==> config.mk <==
export PLATFORM = sky130hd
export DESIGN_NAME = reg_alu_datapath_flat
export DESIGN_NICKNAME = d
export VERILOG_FILES = /design/src/rtl/scpu_pkg.sv /design/src/rtl/reg_alu_datapath_if.sv /design/src/rtl/reg_alu_datapath_alu_core.sv /design/src/rtl/reg_alu_datapath.sv /design/src/flat_wrapper.sv
export SDC_FILE = /design/constraint.sdc
export NUM_CORES = 1
export LEC_CHECK = 0
export CORE_MARGIN = 8
export CORE_UTILIZATION = 45
export CTS_CLUSTER_DIAMETER = 30
export CTS_CLUSTER_SIZE = 28
export DETAILED_ROUTE_END_ITERATION = 8
export PLACE_DENSITY = 0.68
export SLEW_MARGIN = 20
export SYNTH_ARGS = -nofsm -noshare
export SYNTH_HDL_FRONTEND = slang
export SYNTH_HIERARCHICAL = 1
export SYNTH_SLANG_ARGS = --single-unit
==> constraint.sdc <==
create_clock -name clk -period 6.3 [get_ports clk]
set_input_delay 0.945 -clock clk [delete_from_list [all_inputs] [get_ports clk]]
set_output_delay 0.945 -clock clk [all_outputs]
set_load 0.02 [all_outputs]
==> src/rtl/scpu_pkg.sv <==
// Shared definitions for the register/ALU datapath: widths, ALU opcodes, status-word layout.
package scpu_pkg;

    localparam int unsigned DEF_NREGS = 8;
    localparam int unsigned DEF_DW    = 8;
    localparam int unsigned OPW       = 4;

    typedef enum logic [OPW-1:0] {
        ALU_ADD = 4'd0,
        ALU_ADC = 4'd1,
        ALU_SUB = 4'd2,
        ALU_SBB = 4'd3,
        ALU_AND = 4'd4,
        ALU_OR  = 4'd5,
        ALU_XOR = 4'd6,
        ALU_CMP = 4'd7,
        ALU_INC = 4'd8,
        ALU_DEC = 4'd9,
        ALU_NOT = 4'd10,
        ALU_SHL = 4'd11,
        ALU_SHR = 4'd12,
        ALU_ROL = 4'd13,
        ALU_ROR = 4'd14,
        ALU_NOP = 4'd15
    } alu_op_e;

    localparam int unsigned SW_Z  = 7;
    localparam int unsigned SW_E  = 6;
    localparam int unsigned SW_GT = 5;
    localparam int unsigned SW_LT = 4;
    localparam int unsigned SW_CF = 3;

    // Field order matches the status-word bit indices above.
    typedef struct packed {
        logic       z;
        logic       e;
        logic       gt;
        logic       lt;
        logic       cf;
        logic [2:0] rsvd;
    } status_t;

endpackage

==> src/rtl/reg_alu_datapath_if.sv <==
// Control-unit <-> datapath bundle: register/ALU selects, shared data and address buses, status.
interface reg_alu_datapath_if
    import scpu_pkg::*;
#(
    parameter int unsigned NREGS = DEF_NREGS,
    parameter int unsigned DW    = DEF_DW
);
    localparam int unsigned AW = 2 * DW;

    logic [NREGS-1:0] regs_rdata;
    logic [NREGS-1:0] regs_wdata;
    logic [NREGS-1:0] regs_raddr;
    logic [NREGS-1:0] regs_waddr;
    logic [NREGS-1:0] regs_alu_r_a;
    logic [NREGS-1:0] regs_alu_r_b;
    logic [NREGS-1:0] regs_alu_w;
    logic [OPW-1:0]   alu_opr;
    logic             alu_en;
    logic             alu_direct_data_bus_en;
    logic [DW-1:0]    data_bus_in;
    logic [DW-1:0]    data_bus_out;
    logic             data_bus_oe;
    logic [AW-1:0]    addr_bus_in;
    logic [AW-1:0]    addr_bus_out;
    logic             addr_bus_oe;
    logic [7:0]       status_word;

    modport master (
        output regs_rdata, regs_wdata, regs_raddr, regs_waddr,
        output regs_alu_r_a, regs_alu_r_b, regs_alu_w,
        output alu_opr, alu_en, alu_direct_data_bus_en,
        output data_bus_in, addr_bus_in,
        input  data_bus_out, data_bus_oe, addr_bus_out, addr_bus_oe, status_word
    );

    modport slave (
        input  regs_rdata, regs_wdata, regs_raddr, regs_waddr,
        input  regs_alu_r_a, regs_alu_r_b, regs_alu_w,
        input  alu_opr, alu_en, alu_direct_data_bus_en,
        input  data_bus_in, addr_bus_in,
        output data_bus_out, data_bus_oe, addr_bus_out, addr_bus_oe, status_word
    );

endinterface

==> src/rtl/reg_alu_datapath_alu_core.sv <==
// Combinational ALU: 9-bit internal arithmetic, next flags and writeback permission.
module alu_core
    import scpu_pkg::*;
#(
    parameter int unsigned DW = DEF_DW
) (
    input  logic [DW-1:0]  a_i,
    input  logic [DW-1:0]  b_i,
    input  logic [OPW-1:0] op_i,
    input  logic           cf_i,
    output logic [DW-1:0]  result_o,
    output status_t        flags_o,
    output logic           cmp_upd_o,
    output logic           flags_we_o,
    output logic           wb_ok_o
);

    logic [DW:0] res9;
    logic        cf_n;

    // Operation decode; bit DW of res9 carries the carry/borrow for arithmetic ops.
    always_comb begin
        res9       = '0;
        cf_n       = 1'b0;
        cmp_upd_o  = 1'b0;
        flags_we_o = 1'b1;
        wb_ok_o    = 1'b1;
        case (op_i)
            ALU_ADD: begin
                res9 = {1'b0, a_i} + {1'b0, b_i};
                cf_n = res9[DW];
                cmp_upd_o = 1'b1;
            end
            ALU_ADC: begin
                res9 = {1'b0, a_i} + {1'b0, b_i} + (DW+1)'(cf_i);
                cf_n = res9[DW];
                cmp_upd_o = 1'b1;
            end
            ALU_SUB: begin
                res9 = {1'b0, a_i} - {1'b0, b_i};
                cf_n = res9[DW];
                cmp_upd_o = 1'b1;
            end
            ALU_SBB: begin
                res9 = {1'b0, a_i} - {1'b0, b_i} - (DW+1)'(cf_i);
                cf_n = res9[DW];
                cmp_upd_o = 1'b1;
            end
            ALU_AND: begin
                res9 = {1'b0, a_i & b_i};
                cmp_upd_o = 1'b1;
            end
            ALU_OR: begin
                res9 = {1'b0, a_i | b_i};
                cmp_upd_o = 1'b1;
            end
            ALU_XOR: begin
                res9 = {1'b0, a_i ^ b_i};
                cmp_upd_o = 1'b1;
            end
            ALU_CMP: begin
                res9 = {1'b0, a_i} - {1'b0, b_i};
                cf_n = res9[DW];
                cmp_upd_o = 1'b1;
                wb_ok_o = 1'b0;
            end
            ALU_INC: begin
                res9 = {1'b0, a_i} + (DW+1)'(1);
                cf_n = res9[DW];
            end
            ALU_DEC: begin
                res9 = {1'b0, a_i} - (DW+1)'(1);
                cf_n = res9[DW];
            end
            ALU_NOT: begin
                res9 = {1'b0, ~a_i};
            end
            ALU_SHL: begin
                res9 = {1'b0, a_i[DW-2:0], 1'b0};
                cf_n = a_i[DW-1];
            end
            ALU_SHR: begin
                res9 = {2'b00, a_i[DW-1:1]};
                cf_n = a_i[0];
            end
            ALU_ROL: begin
                res9 = {1'b0, a_i[DW-2:0], a_i[DW-1]};
                cf_n = a_i[DW-1];
            end
            ALU_ROR: begin
                res9 = {1'b0, a_i[0], a_i[DW-1:1]};
                cf_n = a_i[0];
            end
            default: begin
                flags_we_o = 1'b0;
                wb_ok_o    = 1'b0;
            end
        endcase
    end

    // Result and flag packing; E/GT/LT are always computed, the top decides whether to keep them.
    always_comb begin
        result_o      = res9[DW-1:0];
        flags_o.z     = (res9[DW-1:0] == '0);
        flags_o.e     = (a_i == b_i);
        flags_o.gt    = (a_i > b_i);
        flags_o.lt    = (a_i < b_i);
        flags_o.cf    = cf_n;
        flags_o.rsvd  = 3'b000;
    end

endmodule

==> src/rtl/reg_alu_datapath.sv <==
// Register file r0..r7, priority read/write muxes, ALU instance and status-word register.
module reg_alu_datapath
    import scpu_pkg::*;
#(
    parameter int unsigned NREGS = DEF_NREGS,
    parameter int unsigned DW    = DEF_DW
) (
    input  logic               clk,
    input  logic               rst_n,
    reg_alu_datapath_if.slave  bus
);

    localparam int unsigned NPAIRS = NREGS / 2;
    localparam int unsigned AW     = 2 * DW;

    logic [DW-1:0]    regs_q [NREGS];
    logic [DW-1:0]    regs_d [NREGS];
    status_t          status_q;
    status_t          status_d;

    logic [DW-1:0]    rd_data;
    logic [DW-1:0]    opa;
    logic [DW-1:0]    opb_reg;
    logic [DW-1:0]    opb;
    logic [AW-1:0]    pair_data;
    logic [NREGS-1:0] waddr_mask;

    logic [DW-1:0]    alu_result;
    status_t          alu_flags;
    logic             alu_cmp_upd;
    logic             alu_flags_we;
    logic             alu_wb_ok;
    logic             alu_wb;

    // Single-register read muxes; scanning downwards lets the lowest set index win.
    always_comb begin
        rd_data = '0;
        opa     = '0;
        opb_reg = '0;
        for (int i = NREGS - 1; i >= 0; i--) begin
            if (bus.regs_rdata[i])   rd_data = regs_q[i];
            if (bus.regs_alu_r_a[i]) opa     = regs_q[i];
            if (bus.regs_alu_r_b[i]) opb_reg = regs_q[i];
        end
    end

    assign opb = bus.alu_direct_data_bus_en ? bus.data_bus_in : opb_reg;

    // Pair read mux and pair write mask; even register is the high byte, lowest pair wins.
    always_comb begin
        pair_data  = '0;
        waddr_mask = '0;
        for (int p = NPAIRS - 1; p >= 0; p--) begin
            if (|bus.regs_raddr[2*p +: 2]) pair_data = {regs_q[2*p], regs_q[2*p+1]};
            if (|bus.regs_waddr[2*p +: 2]) begin
                waddr_mask          = '0;
                waddr_mask[2*p +: 2] = 2'b11;
            end
        end
    end

    alu_core #(.DW(DW)) u_alu (
        .a_i        (opa),
        .b_i        (opb),
        .op_i       (bus.alu_opr),
        .cf_i       (status_q.cf),
        .result_o   (alu_result),
        .flags_o    (alu_flags),
        .cmp_upd_o  (alu_cmp_upd),
        .flags_we_o (alu_flags_we),
        .wb_ok_o    (alu_wb_ok)
    );

    assign alu_wb = bus.alu_en & alu_wb_ok;

    // Register next-state: data bus beats address bus beats ALU writeback.
    always_comb begin
        for (int i = 0; i < NREGS; i++) begin
            regs_d[i] = regs_q[i];
            if (bus.regs_wdata[i]) begin
                regs_d[i] = bus.data_bus_in;
            end else if (waddr_mask[i]) begin
                regs_d[i] = ((i % 2) == 0) ? bus.addr_bus_in[AW-1:DW] : bus.addr_bus_in[DW-1:0];
            end else if (alu_wb && bus.regs_alu_w[i]) begin
                regs_d[i] = alu_result;
            end
        end
    end

    // Status next-state; unary ops keep the previous compare flags.
    always_comb begin
        status_d = status_q;
        if (bus.alu_en && alu_flags_we) begin
            status_d = alu_flags;
            if (!alu_cmp_upd) begin
                status_d.e  = status_q.e;
                status_d.gt = status_q.gt;
                status_d.lt = status_q.lt;
            end
        end
    end

    // State registers.
    always_ff @(posedge clk or negedge rst_n) begin
        if (!rst_n) begin
            for (int i = 0; i < NREGS; i++) regs_q[i] <= '0;
            status_q <= '0;
        end else begin
            for (int i = 0; i < NREGS; i++) regs_q[i] <= regs_d[i];
            status_q <= status_d;
        end
    end

    assign bus.data_bus_out = rd_data;
    assign bus.data_bus_oe  = |bus.regs_rdata;
    assign bus.addr_bus_out = pair_data;
    assign bus.addr_bus_oe  = |bus.regs_raddr;
    assign bus.status_word  = status_q;

endmodule
==> src/flat_wrapper.sv <==
// flat-port wrapper written by rule: the top's interface ports become plain ports
module reg_alu_datapath_flat import scpu_pkg::*;
#(
    parameter int unsigned NREGS = DEF_NREGS,
    parameter int unsigned DW    = DEF_DW
)
  (clk, rst_n, bus_regs_rdata, bus_regs_wdata, bus_regs_raddr, bus_regs_waddr, bus_regs_alu_r_a, bus_regs_alu_r_b, bus_regs_alu_w, bus_alu_opr, bus_alu_en, bus_alu_direct_data_bus_en, bus_data_bus_in, bus_addr_bus_in, bus_data_bus_out, bus_data_bus_oe, bus_addr_bus_out, bus_addr_bus_oe, bus_status_word);
  reg_alu_datapath_if #(.NREGS(NREGS), .DW(DW)) bus_i ();
  input  logic clk;
  input  logic rst_n;
  input wire logic [$bits(bus_i.regs_rdata)-1:0] bus_regs_rdata;
  input wire logic [$bits(bus_i.regs_wdata)-1:0] bus_regs_wdata;
  input wire logic [$bits(bus_i.regs_raddr)-1:0] bus_regs_raddr;
  input wire logic [$bits(bus_i.regs_waddr)-1:0] bus_regs_waddr;
  input wire logic [$bits(bus_i.regs_alu_r_a)-1:0] bus_regs_alu_r_a;
  input wire logic [$bits(bus_i.regs_alu_r_b)-1:0] bus_regs_alu_r_b;
  input wire logic [$bits(bus_i.regs_alu_w)-1:0] bus_regs_alu_w;
  input wire logic [$bits(bus_i.alu_opr)-1:0] bus_alu_opr;
  input wire logic [$bits(bus_i.alu_en)-1:0] bus_alu_en;
  input wire logic [$bits(bus_i.alu_direct_data_bus_en)-1:0] bus_alu_direct_data_bus_en;
  input wire logic [$bits(bus_i.data_bus_in)-1:0] bus_data_bus_in;
  input wire logic [$bits(bus_i.addr_bus_in)-1:0] bus_addr_bus_in;
  output wire logic [$bits(bus_i.data_bus_out)-1:0] bus_data_bus_out;
  output wire logic [$bits(bus_i.data_bus_oe)-1:0] bus_data_bus_oe;
  output wire logic [$bits(bus_i.addr_bus_out)-1:0] bus_addr_bus_out;
  output wire logic [$bits(bus_i.addr_bus_oe)-1:0] bus_addr_bus_oe;
  output wire logic [$bits(bus_i.status_word)-1:0] bus_status_word;
  assign bus_i.regs_rdata = bus_regs_rdata;
  assign bus_i.regs_wdata = bus_regs_wdata;
  assign bus_i.regs_raddr = bus_regs_raddr;
  assign bus_i.regs_waddr = bus_regs_waddr;
  assign bus_i.regs_alu_r_a = bus_regs_alu_r_a;
  assign bus_i.regs_alu_r_b = bus_regs_alu_r_b;
  assign bus_i.regs_alu_w = bus_regs_alu_w;
  assign bus_i.alu_opr = bus_alu_opr;
  assign bus_i.alu_en = bus_alu_en;
  assign bus_i.alu_direct_data_bus_en = bus_alu_direct_data_bus_en;
  assign bus_i.data_bus_in = bus_data_bus_in;
  assign bus_i.addr_bus_in = bus_addr_bus_in;
  assign bus_data_bus_out = bus_i.data_bus_out;
  assign bus_data_bus_oe = bus_i.data_bus_oe;
  assign bus_addr_bus_out = bus_i.addr_bus_out;
  assign bus_addr_bus_oe = bus_i.addr_bus_oe;
  assign bus_status_word = bus_i.status_word;
  reg_alu_datapath #(.NREGS(NREGS), .DW(DW)) u_core (.clk(clk), .rst_n(rst_n), .bus(bus_i));
endmodule
# After elaboration in Yosys (flattened, before gate mapping)
# Cells that the tools add are included.
[totals]
regBits = 69
latch_bits = 0
ramBits = 0
mem_bits_ro = 0
inputBits = 88
memories = 0
[classes]
n_addsub = 6
mul = 0
n_div = 0
n_lt_le_gt_ge = 2
n_eq_ne = 15
n_shift = 0
mux = 62
n_bitwise = 5
n_reduce_logical = 36
[ops]
columns = ["cell", "count"]
rows = [
  ["two-way mux 8 bit", 53],
  ["one-hot mux 8 bit (14 select lines)", 1],
  ["two-way mux 16 bit", 4],
  ["== test 4 bit (second input constant)", 7],
  ["nonzero test 3 bit", 8],
  ["OR reduction 8 bit", 3],
  ["OR reduction 2 bit", 11],
  ["== test 4 x 3 -> 1 bit (second input constant)", 4],
  ["OR reduction 15 bit", 1],
  ["OR reduction 14 bit", 1],
  ["adder 8 x 1 -> 9 bit (second input constant)", 1],
  ["adder 8 x 8 -> 9 bit", 1],
  ["adder 9 x 1 -> 9 bit", 1],
  ["logical AND 1 bit", 9],
  ["subtractor 8 x 1 -> 9 bit (second input constant)", 1],
  ["subtractor 8 x 8 -> 9 bit", 1],
  ["subtractor 9 x 1 -> 9 bit", 1],
  ["AND 8 bit", 1],
  ["== test 4 x 2 -> 1 bit (second input constant)", 2],
  ["== test 8 bit", 1],
  ["> comparator 8 bit", 1],
  ["zero test 8 bit", 1],
  ["< comparator 8 bit", 1],
  ["inverter 8 bit", 1],
  ["8 further kinds", 10],
]

# Logic depth before layout (Yosys ltp)
# Gate-level depths: netlist (run 1).
[depth]
word_depth = 15
depth_mapped = 22

# By module
# Netlist (run 1), hierarchy kept.
[by_module_without_submodules]
columns = ["module", "n_inst", "cells_per_inst", "area_per_inst_um2"]
rows = [
  ["reg_alu_datapath", 1, 813, 6378.6],
  ["alu_core", 1, 359, 2443.6],
]

# Least setup slack after synthesis (run 1)
# OpenSTA, ideal clock, no wires.
[synth_path]
kind = "input to register"
from = "input bus_regs_alu_r_a[4]"
to = "register u_core/regs_q[55] in the netlist's numbering"
setup_time_ps = 125
arrival_time_ps = 5855
slack_ps = 321
stages = 19
cell_sequence = "clkbuf_1 or2_2 clkbuf_1 a221oi_1 a221oi_1 o31ai_1 inv_1 ha_1 o21bai_1 a21oi_1 xor2_1 or4_4 or4_1 nand3_1 o211ai_2 nor3b_1 a21oi_1 o21ai_0 mux2_2"
[synth_via]
elab_chain_cells = 11
[synth_rtl]
columns = ["item", "line", "rtl"]
rows = [
  ["start, declared", "flat_wrapper.sv:15", "input wire logic [$bits(bus_i.regs_alu_r_a)-1:0] bus_regs_alu_r_a;"],
  ["two-way mux 8 bit * (5 in series)", "reg_alu_datapath.sv:42", "if (bus.regs_alu_r_a[i]) opa = regs_q[i];"],
  ["via u_core.opa[1]", "reg_alu_datapath.sv:22", "logic [DW-1:0] opa;"],
  ["subtractor 8 x 8 -> 9 bit or adder 8 x 8 -> 9 bit (tied branches)", "n/a", ""],
  ["subtractor 9 x 1 -> 9 bit or adder 9 x 1 -> 9 bit (tied branches)", "reg_alu_datapath_alu_core.sv:45, reg_alu_datapath_alu_core.sv:35", ""],
  ["one-hot mux 8 bit (14 select lines) *", "reg_alu_datapath_alu_core.sv:28", "case (op_i)"],
  ["via u_core.alu_result[7]", "reg_alu_datapath.sv:28", "logic [DW-1:0] alu_result;"],
  ["two-way mux 8 bit *", "reg_alu_datapath.sv:84", "end else if (alu_wb && bus.regs_alu_w[i]) begin"],
  ["two-way mux 8 bit *", "reg_alu_datapath.sv:82", "end else if (waddr_mask[i]) begin"],
  ["two-way mux 8 bit *", "reg_alu_datapath.sv:80", "if (bus.regs_wdata[i]) begin"],
  ["end, declared", "reg_alu_datapath.sv:16", "logic [DW-1:0] regs_q [NREGS];"],
]
# Mark *: on every way through the listed nets, which the timed path passes. The rest lies on a longest branch. The select of a mux whose other input is x is not followed.
# A chain may end at the register's enable or synchronous reset.

# Worst setup path in the final report (run 1)
[layout_path]
from = "input bus_regs_alu_r_a[5]"
to = "register u_core/regs_q[55] in the netlist's numbering"
[layout_via]
elab_chain_cells = 12
[layout_rtl]
columns = ["item", "line"]
rows = [
  ["two-way mux 8 bit * (6 in series)", "reg_alu_datapath.sv:42"],
  ["via u_core.opa[2]", "reg_alu_datapath.sv:22"],
  ["subtractor 8 x 8 -> 9 bit or adder 8 x 8 -> 9 bit (tied branches)", "n/a"],
  ["subtractor 9 x 1 -> 9 bit or adder 9 x 1 -> 9 bit (tied branches)", "reg_alu_datapath_alu_core.sv:45, reg_alu_datapath_alu_core.sv:35"],
  ["one-hot mux 8 bit (14 select lines) *", "reg_alu_datapath_alu_core.sv:28"],
  ["via u_core.alu_result[7]", "reg_alu_datapath.sv:28"],
  ["two-way mux 8 bit *", "reg_alu_datapath.sv:84"],
  ["two-way mux 8 bit *", "reg_alu_datapath.sv:82"],
  ["two-way mux 8 bit *", "reg_alu_datapath.sv:80"],
]
# Marks and branches as above.

==> impl_metrics.toml, run 1 <==
[critical_path]
arrival_ns = 5.99
cp_data_required_time_ns = 6.52
end_kind = "flop"
critical_path.startpoint_type = "input port"
worst_path_most_repeated_cell = "a221oi_1"
crit_type = "input port to flop"
critPathMaxStageDelay_ns = 0.64
crit_path_top_delay_cell = "clkdlybuf4s50_1"
reg2reg_from = "u_core/regs_q[16]$_DFFE_PN0P_"
critPathMaxFanout = 12
path_cells = "clkdlybuf4s50_1 -> buf_4 -> a221oi_1 -> a221oi_1 -> o31ai_1 -> inv_1 -> ha_1 -> xnor2_1 -> or3b_4 -> or4_4 -> or4_1 -> nand3_1 -> o211ai_2 -> nor3b_1 -> a21oi_1 -> o21ai_0 -> mux2_2"
cp-startpoint = "bus_regs_alu_r_a[5]"

[route]
postRouteAntennaNets = 0
drc = 0
firstDrtPassIters = 6
drtIter0Drc = 1495
wirelength_um = 41600
vias = 10300
routed_via_density = 6.72
wl_per_cell_um = 27.1

[pwr]
power_density_mw_per_mm2 = 236
p_switching_w = 0.00114
power_leakage_nw = 4.12
pwr-share-comb_pct = 51.6
seqPwrFrac_pct = 28.2
p_int_w = 0.00138
peakVddDrop_uv = 166
swShare_pct = 45.2
clock_power_share_pct = 20.2

[global_route]
grt_pass1_vias = 9512
top_usage_layer = "met2"
met1_usage_pct = 44.8
grt_util_all_layers_pct = 33.3
grt.met2_usage_pct = 48.3
met3_usage_pct = 7.73
grt_pass1_wl_um = 61100
antenna_found_initial = 3
grt_max_degree = 73
grt_overflow = 0

[cts]
cts-root-buf = "clkbuf_16"
numCtsBuffers = 9
htreeDepth = 3
postCtsSetupBuffers = 0
clock_sinks = 72
post_cts_resized = 0
insertion_delay_ns = 0.34
path_clk_slew_ns = 0.06
cts_tree = "built"
cts_hold_buf = 0
cts_buffer_depth = 2

[timing]
final-setup-viol-count = 0
rsz0062_at_grt = "false"
clock_skew_ns = 0.00395
period_share_pct = 91.6
max_clock_freq_mhz = 173
slew_violations = 0
worst_slew_pin_slew_ns = 1.12
finalHoldViolCount = 0
fin_tns_setup_ns = 0
max_slew_margin_pct = 25.0
period_minus_slack_ns = 5.77

[floorplan]
dieArea_mm2 = 0.0243
die_y_um = 156
coreArea_mm2 = 0.0193
initial_core_util_pct = 45.6
dieWidth_um = 156
io_pins = 122
rows = 51

[final_layout]
nets = 1383
syn2layout_area_growth_pct = 21.1
drive_above_1_share_pct = 12.5
final_util_pct = 55.3

[yosys]
postSynthAreaPerCell_um2 = 7.53
yosys.area.top_type = "dfrtp_1"
synth_cell_types = 77
ys_ff_latch = 72
synth_edf_count = 0
synthesis.instances = 1172
synthArstFlopShare_pct = 100
synth_warnings = 6
synth-seq-area-share_pct = 20.4
netlist_top_cells_area = "dfrtp_1 (20%), a221oi_1 (6.4%), o21ai_0 (6.0%)"
synth_top_area_share_pct = 20.4
syn_area_mm2 = 0.00882
yosys_most_used_dff = "dfrtp_1"

[place]
io_buffers = 121
place.gp.congestion = 1.00
dp_hpwl_um = 32600

[min_path]
worstHoldPathType = "flop to flop"
hold_path.startpoint = "u_core/regs_q[40]$_DFFE_PN0P_"

[outcome]
status = "finished, final reports clean"

[job]
drv_cap = 0
==> worst paths after layout <==
check                                                 to  slack, ns  cells after the start
min in group asynchronous  u_core/regs_q[38]$_DFFE_PN0P_       0.75                      1
max in group asynchronous  u_core/regs_q[18]$_DFFE_PN0P_       4.90                      1
max                        u_core/regs_q[55]$_DFFE_PN0P_       0.53                     17
min                        u_core/regs_q[40]$_DFFE_PN0P_       0.50                      2
max reg2reg                u_core/regs_q[30]$_DFFE_PN0P_       1.26                     19
min reg2reg                u_core/regs_q[40]$_DFFE_PN0P_       0.50                      2
==> cell usage after synthesis, types with 8 or more instances <==
cell / instances
mux2i_1: 35
a221o_1: 24
dfrtp_1: 72
clkbuf_1: 88
a211oi_1: 29
or2_2: 15
buf_1: 8
nand3b_1: 19
mux2_2: 32
a21oi_2: 16
nand2_1: 98
ha_1: 30
o21ai_0: 105
a221oi_1: 64
a22oi_1: 8
o22ai_1: 41
nand3_1: 17
a21oi_1: 89
o31ai_1: 26
a21boi_0: 8
nor3_1: 13
xnor2_1: 16
a31oi_1: 16
a21o_1: 8
nor2_1: 60
nor3b_1: 12
inv_1: 65
nor2b_1: 42
==> per-stage QoR <==
step | hold WS, ns | instance area [µm²] | total power [W] | worst slack, ns | cells
after CTS | 0.507 | 10700 | 0.00247 | 0.569 | 1532
after floorplan | 0.465 | 8830 | 0.00140 | 0.321 | 1174
after detailed placement | 0.495 | 10400 | 0.00196 | 0.236 | 1517
after global placement | 0.489 | 10400 | 0.00196 | 0.207 | 1517
after global routing | 0.522 | 10700 | 0.00262 | 0.291 | 1533
final | 0.501 | 10700 | 0.00253 | 0.530 | 1534
==> kinds of logic (layout without fill, tap and decap cells) <==
group | count (synthesis) | after routing | synth area share [%]
AO/OA/AOI/OAI | 474 | 474 | 36.6
buffers and inverters | 177 | 270 | 8.20
other | 1 | 5 | 0.0425
flip-flops | 72 | 72 | 20.4
multiplexers | 67 | 67 | 8.06
AND/OR/NAND/NOR | 325 | 325 | 19.5
XOR/XNOR | 24 | 24 | 2.47
adder cells (fa/ha/maj) | 32 | 32 | 4.71
==> power by group through the flow <==
stage / logic (W) / clock network [W] / registers (W)
2_1_floorplan: 0.000780 / 0 / 0.000621
3_3_place_gp: 0.00126 / 0 / 0.000702
3_5_place_dp: 0.00126 / 0 / 0.000701
4_1_cts: 0.00127 / 0.000506 / 0.000693
5_1_grt: 0.00139 / 0.000528 / 0.000707
6_report: 0.00130 / 0.000510 / 0.000713
==> cell usage in the layout (no fill, tap or decap), types with 8 or more instances in the layout <==
cell type,netlist,routed
clkdlybuf4s50_1,0,120
o21ai_0,105,105
nand2_1,98,98
a21oi_1,89,89
dfrtp_1,72,72
buf_4,5,66
inv_1,65,65
a221oi_1,64,64
nor2_1,60,60
nor2b_1,42,42
o22ai_1,41,41
mux2i_1,35,35
mux2_2,32,32
ha_1,30,30
a211oi_1,29,29
o31ai_1,26,26
a221o_1,24,24
nand3b_1,19,19
nand3_1,17,17
a31oi_1,16,16
a21oi_2,16,16
xnor2_1,16,16
or2_2,15,15
nor3_1,13,13
nor3b_1,12,12
clkbuf_16,0,9
a22oi_1,8,8
a21o_1,8,8
a21boi_0,8,8
==> worst max-delay path: cells and delay by family <==
kind            cells  cell delay [ns]
compound gates      6             1.22
xor+xnor            1             0.22
fa+ha+maj           1             0.56
buf+inv             3             1.03
mux                 1             0.29
simple gates        5             1.72
==> layout make-up <==
cell class,count,area (µm²)
Fill cell,1864,8650
Multi-Input combinational cell,925,6300
Sequential cell,72,1800
Timing Repair Buffer,186,1700
Tap cell,265,332
Inverter,69,259
Clock buffer,11,243
Clock inverter,4,45.0
Antenna cell,2,5.00
==> flip-flops by register name (all words and copies together), names as in the netlist <==
name,count
u_core/regs_q,64
u_core/bus.status_word,8
==> metal layers <==
metal	vias to the layer above	part of all wire, %
li1	4581	-
met3	127	13
met4	2	5.5
met2	801	42
met1	4804	40
met5	-	0.089
No activity file was read; power rests on OpenSTA's default activity.
==> run 2, diff against run 1 <==
Settings changed: PLACE_DENSITY 0.68 to 0.69, TNS_END_PERCENT set to 1.
==> run 2 against run 1 <==
Effect of this change: sequential power about the same; critical endpoint unchanged; combinational power about the same; critical path type unchanged; largest cell class unchanged; hold slack improved by 0.0053 ns; design area rose by 0.16%; non-clock buffer count rose by 1; utilization grew 0.091 points; flip-flop and latch count did not move; global-route usage fell by 0.16 points; routed wire length fell by 0.86%; power up 0.39%; register-to-register slack lost 0.14 ns.
==> impl_metrics.toml, run 2 (synthesized netlist as in run 1, its figures left out) <==
[floorplan]
die_y_um = 156
rows = 51
io_pins = 122
dieArea_mm2 = 0.0243
initial_core_util_pct = 45.6
coreArea_mm2 = 0.0193
dieWidth_um = 156

[global_route]
antenna_found_initial = 1
grt_pass1_vias = 9634
grt_pass1_wl_um = 61000
grt_util_all_layers_pct = 33.1
grt_max_degree = 73
grt_overflow = 0

[route]
wl_met2_um = 16800
wl_met3_um = 5590
vias = 10400
wl_per_cell_um = 26.9
drc = 0
drtIter0Drc = 1540
drt-met1-wl_um = 16300
highest_layer = "met5"
firstDrtPassIters = 8
wirelength_um = 41300
postRouteAntennaNets = 0
routed_via_density = 6.81

[critical_path]
crit_type = "input port to flop"
arrival_ns = 6.13
reg2reg_from = "u_core/regs_q[0]$_DFFE_PN0P_"
critical_path.startpoint_type = "input port"
cp-startpoint = "bus_regs_alu_r_b[5]"
r2r-end = "u_core/regs_q[55]$_DFFE_PN0P_"
reg2regPathDepth = 17
critical_path_cell_count = 19
rrSetupSlack_ns = 1.12
critPathMaxStageDelay_ns = 0.62
endpoint = "u_core/regs_q[55]$_DFFE_PN0P_"
crit_family = "simple AND/OR/NAND/NOR gates"
cp_data_required_time_ns = 6.52
end_kind = "flop"
path_cells = "clkdlybuf4s50_1 -> buf_4 -> a21oi_1 -> a221oi_1 -> o21ai_0 -> a31oi_1 -> ha_1 -> inv_1 -> fa_1 -> xnor2_1 -> or3b_4 -> or4_4 -> or4_1 -> nand3_1 -> o211ai_2 -> nor3b_1 -> a21oi_1 -> o21ai_0 -> mux2_2"
path_buf_inv = 3
critPathMaxFanout = 8
crit_path_top_delay_cell = "clkdlybuf4s50_1"

[timing]
clock_skew_ns = 0.00589
max_clock_freq_mhz = 169
max_slew_margin_pct = 33.7
fin_tns_setup_ns = 0
final-setup-viol-count = 0
period_share_pct = 93.7
slew_violations = 0
fin_hold_ws_ns = 0.507
worst_slew_pin_slew_ns = 0.986
period_minus_slack_ns = 5.91
finalHoldViolCount = 0
rsz0062_at_grt = "false"

[final_layout]
diodes = 0
layout_common_cells = "clkdlybuf4s50_1 (120), o21ai_0 (105), nand2_1 (98)"
multi_input_area_mm2 = 0.00631
nets = 1384
drive_above_1_share_pct = 12.6
layout_commonest_cell = "clkdlybuf4s50_1"
seqCellArea_mm2 = 0.00180
syn2layout_area_growth_pct = 21.3
largest_register_ffs = 64
fill_cells = 1850
top_register = "u_core/regs_q"

[pwr]
power_leakage_nw = 4.13
peakVddDrop_uv = 211
power_density_mw_per_mm2 = 237

[cts]
insertion_delay_ns = 0.34
clock_sinks = 72
cts_tree = "built"
numCtsBuffers = 9
postCtsSetupBuffers = 0
post_cts_resized = 0
cts_hold_buf = 0
cts_buffer_depth = 2
cts-root-buf = "clkbuf_16"
htreeDepth = 3
path_clk_slew_ns = 0.06

[min_path]
worstHoldPathType = "flop to flop"
whs_path_depth = 1

[job]
drv_cap = 0

[place]
io_buffers = 121
place.gp.congestion = 1.01
dp_hpwl_um = 31900

[outcome]
status = "finished, final reports clean"
[run 2: changes by cell type in the layout (fill, tap and decap cells not counted), sizes merged]
cell,before,now
clkinv,7,6
diode,2,0
clkbuf,11,13
buf,66,67
[run 2: cell type report]
cell class / instances / share of cell area (%)
multi-input cells: 925 / 58.9
flip-flops and latches: 72 / 16.8
repair buffers: 187 / 15.9
well taps: 265 / 3.10
clock buffers: 13 / 2.43
inverters: 69 / 2.42
clock inverters: 3 / 0.374
[run 2: worst min-delay path by stage]
stage                                                from                               endpoint  slack [ns]
global placement    u_core/bus.status_word[2]$_DFFE_PN0P_  u_core/bus.status_word[2]$_DFFE_PN0P_        0.49
CTS                 u_core/bus.status_word[1]$_DFFE_PN0P_  u_core/bus.status_word[1]$_DFFE_PN0P_        0.51
finish              u_core/bus.status_word[1]$_DFFE_PN0P_  u_core/bus.status_word[1]$_DFFE_PN0P_        0.51
global route        u_core/bus.status_word[2]$_DFFE_PN0P_  u_core/bus.status_word[2]$_DFFE_PN0P_        0.52
floorplan                   u_core/regs_q[40]$_DFFE_PN0P_          u_core/regs_q[40]$_DFFE_PN0P_        0.47
detailed placement  u_core/bus.status_word[1]$_DFFE_PN0P_  u_core/bus.status_word[1]$_DFFE_PN0P_        0.50
[run 2: layer usage]
metal,global-route usage [%],up-vias
met1,44.1,4871
li1,-,4588
met2,47.6,818
met3,8.56,170
met4,18.3,2
met5,0,-
[run 2: per-stage QoR]
step | cell area [µm²] | utilization [%] | instances | setup slack (ns) | power [W]
after floorplan | 8830 | - | 1174 | 0.321 | 0.00140
after global placement | 10400 | 53.8 | 1518 | 0.222 | 0.00194
after detailed placement | 10400 | 53.8 | 1518 | 0.221 | 0.00195
after CTS | 10700 | 55.3 | 1534 | 0.536 | 0.00247
after global routing | 10700 | 55.4 | 1534 | 0.169 | 0.00263
final | 10700 | 55.4 | 1534 | 0.394 | 0.00254
[run 2: where the power goes]
part	internal, W	leakage, nW	switching (W)
logic	0.000532	3.13	0.000769
clock network	0.000327	0.150	0.000198
registers	0.000537	0.856	0.000172
total	0.00140	4.13	0.00114
==> run 3, diff against run 2 <==
Settings changed: CAP_MARGIN set to 20.
==> results of run 3 <==
No change in the layout: final DEF, timing and power equal those of run 2.
